## src/rtl/enemy_lives.sv

```systemverilog
// Per-enemy hit-point tracker for five enemies, with a timed re-arm window
// entered on level_up that restores every enemy to a level-dependent HP.
module enemy_lives #(
  parameter int unsigned RESPAWN_DELAY = 1000,
  parameter int unsigned HP_MAX        = 7
) (
  input  logic       pclk,
  input  logic       rst,
  input  logic       hit_1,
  input  logic       hit_2,
  input  logic       hit_3,
  input  logic       hit_4,
  input  logic       hit_5,
  input  logic [3:0] level,
  input  logic       level_up,
  output logic       lives_1,
  output logic       lives_2,
  output logic       lives_3,
  output logic       lives_4,
  output logic       lives_5,
  output logic       kill_pulse,
  output logic [2:0] alive_count,
  output logic       respawning
);

  localparam int unsigned N_ENEMY = 5;
  localparam int unsigned HP_W    = 3;
  localparam int unsigned LVL_W   = 4;
  localparam int unsigned CNT_W   = (RESPAWN_DELAY > 1) ? $clog2(RESPAWN_DELAY) : 1;
  localparam int unsigned ALIVE_W = 3;

  localparam logic [CNT_W-1:0] CNT_LAST = CNT_W'(RESPAWN_DELAY - 1);

  typedef enum logic {
    ST_ACTIVE       = 1'b0,
    ST_RESPAWN_WAIT = 1'b1
  } state_e;

  state_e               state_q, state_d;
  logic [HP_W-1:0]      hp_q [N_ENEMY];
  logic [HP_W-1:0]      hp_d [N_ENEMY];
  logic [CNT_W-1:0]     cnt_q, cnt_d;
  logic [LVL_W-1:0]     level_q, level_d;
  logic [N_ENEMY-1:0]   lives_q, lives_d;
  logic                 kill_q, kill_d;
  logic [ALIVE_W-1:0]   alive_q, alive_d;
  logic                 resp_q, resp_d;

  logic [N_ENEMY-1:0]   hit_vec_c;
  logic [HP_W-1:0]      rearm_hp_c;

  assign hit_vec_c = {hit_5, hit_4, hit_3, hit_2, hit_1};

  // Re-arm HP from the captured level: level 0 still gets one hit point.
  always_comb begin
    rearm_hp_c = HP_W'(1);
    if (level_q == '0) begin
      rearm_hp_c = HP_W'(1);
    end else if (level_q > LVL_W'(HP_MAX)) begin
      rearm_hp_c = HP_W'(HP_MAX);
    end else begin
      rearm_hp_c = HP_W'(level_q);
    end
  end

  // Next-state logic; level_up wins over hits and restarts the wait window.
  always_comb begin
    state_d = state_q;
    cnt_d   = cnt_q;
    level_d = level_q;
    kill_d  = 1'b0;
    for (int i = 0; i < N_ENEMY; i++) begin
      hp_d[i] = hp_q[i];
    end

    case (state_q)
      ST_ACTIVE: begin
        if (level_up) begin
          state_d = ST_RESPAWN_WAIT;
          level_d = level;
          cnt_d   = '0;
        end else begin
          for (int i = 0; i < N_ENEMY; i++) begin
            if (hit_vec_c[i] && (hp_q[i] != '0)) begin
              hp_d[i] = hp_q[i] - HP_W'(1);
              if (hp_q[i] == HP_W'(1)) begin
                kill_d = 1'b1;
              end
            end
          end
        end
      end

      ST_RESPAWN_WAIT: begin
        if (level_up) begin
          level_d = level;
          cnt_d   = '0;
        end else if (cnt_q == CNT_LAST) begin
          state_d = ST_ACTIVE;
          cnt_d   = '0;
          for (int i = 0; i < N_ENEMY; i++) begin
            hp_d[i] = rearm_hp_c;
          end
        end else begin
          cnt_d = cnt_q + CNT_W'(1);
        end
      end

      default: begin
        state_d = ST_ACTIVE;
      end
    endcase
  end

  // Registered status derived from next-state so outputs track HP with no lag.
  always_comb begin
    alive_d = '0;
    for (int i = 0; i < N_ENEMY; i++) begin
      lives_d[i] = (hp_d[i] != '0);
      alive_d    = alive_d + ALIVE_W'(lives_d[i]);
    end
    resp_d = (state_d == ST_RESPAWN_WAIT);
  end

  always_ff @(posedge pclk) begin
    if (rst) begin
      state_q <= ST_ACTIVE;
      cnt_q   <= '0;
      level_q <= LVL_W'(1);
      lives_q <= '1;
      kill_q  <= 1'b0;
      alive_q <= ALIVE_W'(N_ENEMY);
      resp_q  <= 1'b0;
      for (int i = 0; i < N_ENEMY; i++) begin
        hp_q[i] <= HP_W'(1);
      end
    end else begin
      state_q <= state_d;
      cnt_q   <= cnt_d;
      level_q <= level_d;
      lives_q <= lives_d;
      kill_q  <= kill_d;
      alive_q <= alive_d;
      resp_q  <= resp_d;
      for (int i = 0; i < N_ENEMY; i++) begin
        hp_q[i] <= hp_d[i];
      end
    end
  end

  assign lives_1     = lives_q[0];
  assign lives_2     = lives_q[1];
  assign lives_3     = lives_q[2];
  assign lives_4     = lives_q[3];
  assign lives_5     = lives_q[4];
  assign kill_pulse  = kill_q;
  assign alive_count = alive_q;
  assign respawning  = resp_q;

endmodule

```

## config.mk

```make
export PLATFORM = sky130hd
export DESIGN_NAME = enemy_lives
export DESIGN_NICKNAME = d
export VERILOG_FILES = /design/src/rtl/enemy_lives.sv
export SDC_FILE = /design/constraint.sdc
export NUM_CORES = 1
export LEC_CHECK = 0
export ABC_CLOCK_PERIOD_IN_PS = 8150
export CORE_ASPECT_RATIO = 0.7
export CORE_MARGIN = 2
export CORE_UTILIZATION = 30
export DETAILED_ROUTE_END_ITERATION = 12
export PLACE_DENSITY = 0.53
export SETUP_SLACK_MARGIN = 0.2
export SYNTH_ARGS = -nofsm -noshare
export SYNTH_HDL_FRONTEND = slang
export SYNTH_SLANG_ARGS = --single-unit
```

## constraint.sdc

```tcl
create_clock -name pclk -period 8.15 [get_ports pclk]
set_clock_uncertainty 0.2 [all_clocks]
set_input_delay 1.63 -clock pclk [delete_from_list [all_inputs] [get_ports pclk]]
set_output_delay 1.63 -clock pclk [all_outputs]
set_load 0.02 [all_outputs]
```

==> flow_summary_export.csv <==
group,metric,value,unit
detailed_routing,drtPass1Iterations,5,
logic_synthesis,yosysSeqAreaShare,34.9,%
run,cap_violations,0,
clock_tree,cts_htree_levels,2,
critical_path,cp_max_fo,19,
global_route,antenna_found_initial,0,
logic_synthesis,synth_top_cell_area_share,34.9,%
logic_synthesis,syn_nets,285,
cells_and_area,fill_cells,743,
sta,finalMaxSlewViolations,0,
critical_path,crit_type,"in -> reg",
critical_path,slowest_stage,"clkdlybuf4s50_1",
detailed_routing,drc,0,
clock_tree,cts_buffer_depth,2,
sta,finalSetupTns,0,ns
floorplanning,die_y,76.3,µm
placed_design,numPortBuffers,21,
logic_synthesis,synthTopCellsByCount,"dfxtp_1 (39), nor2_1 (26), nand3_1 (21)",
sta,rsz0062_at_grt,"no",
detailed_routing,drt_iter0_markers,147,
cells_and_area,area_delta_synth_final,17.5,%
clock_tree,post-cts-setup-buffer-count,0,
logic_synthesis,synth-xor-area-share,1.56,%
critical_path,max_stage_delay,0.77,ns
clock_tree,root_buffer,"clkbuf_8",
clock_tree,clock_sinks,39,
sta,fmax,0.182,GHz
placed_design,finalWeightedCongestion,0.815,
sta,timing.final.hold_violations,0,
sta,holdWs,0.305,ns
cells_and_area,instances_no_fill,372,
pwr,p_per_area,167,mW/mm²
logic_synthesis,synth_edf_count,0,
logic_synthesis,muxShareOfSynthArea,4.19,%
clock_tree,ctsResizeCount,0,
global_route,grt_max_degree,34,
clock_tree,cts_hold_buffers,0,
global_route,grt_pass1_vias,1732,
floorplanning,die_width,107,µm
detailed_routing,num_vias,1856,
detailed_routing,vias_per_cell,4.99,
placed_design,place_ws,2.34,ns
sta,tightest_slew,1.15,ns
cells_and_area,n_antenna_cell,0,
global_route,grt_pass1_wl,8790,µm
logic_synthesis,synth_ff_type,"dfxtp_1",
logic_synthesis,synthAdderAreaFrac,11.3,%
placed_design,hpwl,4030,µm
logic_synthesis,synth_top_family_by_area,"simple AND/OR/NAND/NOR gates",
floorplanning,initial_core_util,30.9,%
critical_path,cp.required,8.08,ns
logic_synthesis,yosys_warnings,0,
sta,fin_crit,5.50,ns
critical_path,cp.arrival,5.42,ns
logic_synthesis,synth_area,0.00224,mm²
clock_tree,path_clk_slew,0.07,ns
critical_path,crit_path_cell_trace,"clkdlybuf4s50_1, nand4b_1, or3_1, or4_4, a211oi_2, nand2_1, fa_1, fa_1, ha_1, nor2b_1",
critical_path,cp_top_family,"simple AND/OR/NAND/NOR gates",
sta,setup_viol,0,
logic_synthesis,avgSynthCellArea,8.82,µm²
cells_and_area,layout.nets,304,
floorplanning,rows,26,
min_path,hp-class,"reg -> reg",
logic_synthesis,synth_cell_type_count,50,
logic_synthesis,netlist.top_cell.by_area,"dfxtp_1",
run_status,status,"finished, final reports clean",
clock_tree,cts_tree,"built",
pwr,p_leak,1.02,nW
sta,relSlewSlack,23.0,%
floorplanning,io_pins,22,
logic_synthesis,synth_area_leaders,"dfxtp_1 (35%), ha_1 (9.5%), nand3_1 (4.7%), nor2_1 (4.4%), nand2b_1 (2.8%)",
critical_path,crit_path_start_kind,"input pin",
floorplanning,core_area,0.00725,mm²
critical_path,crit_buf_inv,1,
clock_tree,clkLatencyLatePin,0.29,ns
critical_path,endpoint_kind,"register",
detailed_routing,drt-total-wl,5400,µm
logic_synthesis,ys_ff_latch,39,
min_path,holdPathStages,1,
clock_tree,numCtsBuffers,5,
detailed_routing,post_drt_wl_per_cell,14.5,µm
critical_path,cpMostUsedCell,"fa_1",
logic_synthesis,yosysMostFrequentCell,"dfxtp_1",
sta,setup_ws,2.65,ns
placed_design,placedCellCount,364,
sta,fin_crit_sh,67.4,%
logic_synthesis,synth-simple-area-share,28.2,%
critical_path,rr_worst_depth,10,
logic_synthesis,async_flop_share,0,%
global_route,overflow,0,
cells_and_area,drive_gt1_share,7.66,%
critical_path,worstSetupPathDepth,10,
logic_synthesis,syn_inst,254,
floorplanning,dieArea,0.00818,mm²
pwr,ir_drop,0.0547,mV
cells_and_area,finish.utilization,36.3,%
global_route,grt_usage,13.7,%
detailed_routing,final_antenna_net_count,0,
logic_synthesis,synth_compound_area_share,15.0,%
-- path summary, 6_finish.rpt --
kind | start | endpoint | slack [ns]
setup / recovery | level_up | alive_count[1] | 2.65
hold / removal | cnt_q[1] | cnt_q[1] | 0.31
setup reg to reg | cnt_q[0] | alive_count[1] | 4.31
hold reg to reg | cnt_q[1] | cnt_q[1] | 0.31
-- layout by cell type (no fill, tap or decap), types with 8 or more instances in the layout --
master,Yosys,layout
a21oi_1,8,8
nor2_1,26,26
dfxtp_1,39,39
nor3_1,8,8
nand3_1,21,21
clkdlybuf4s50_1,0,21
nand2_1,15,15
inv_1,14,14
nand2b_1,10,10
ha_1,17,17
-- logic make-up (layout without fill, tap and decap cells) --
family	count (synthesis)	count (layout)
compound gates	44	44
xor+xnor	4	4
fa+ha+maj	19	19
buf+inv	25	45
flops	39	39
mux	9	9
simple gates	114	114
-- routing by layer --
metal / wire [µm] / vias to the layer above / global-route usage [%]
met5: 0 / - / 0
met4: 35 / 0 / 4.16
met3: 284 / 2 / 3.17
met2: 2090 / 37 / 18.6
met1: 2990 / 873 / 21.1
li1: - / 944 / -
-- registers in the layout, indices dropped and copies added (netlist names) --
register     cells
cnt_q           10
hp_q            15
alive_count      3
respawning       1
lives_q          5
kill_pulse       1
level_q          4
-- per-stage QoR --
step           power, mW  area, µm²
2_1_floorplan      0.266       2240
3_3_place_gp       0.298       2530
3_5_place_dp       0.298       2530
4_1_cts            0.443       2630
5_1_grt            0.464       2630
6_report           0.438       2630
-- area by class of cell --
type / count / area (µm²) / share of cell area, %
well taps: 98 / 123 / 4.66
inverters: 14 / 52.6 / 2.00
clock buffers: 8 / 100 / 3.80
repair buffers: 23 / 225 / 8.56
multi-input cells: 190 / 1350 / 51.3
flip-flops and latches: 39 / 781 / 29.7
-- power by group --
part	internal, mW	switching [mW]
combinational	0.0391	0.0480
clock	0.0773	0.0675
sequential	0.201	0.00561
total	0.317	0.121
No activity file was read; power rests on OpenSTA's default activity.
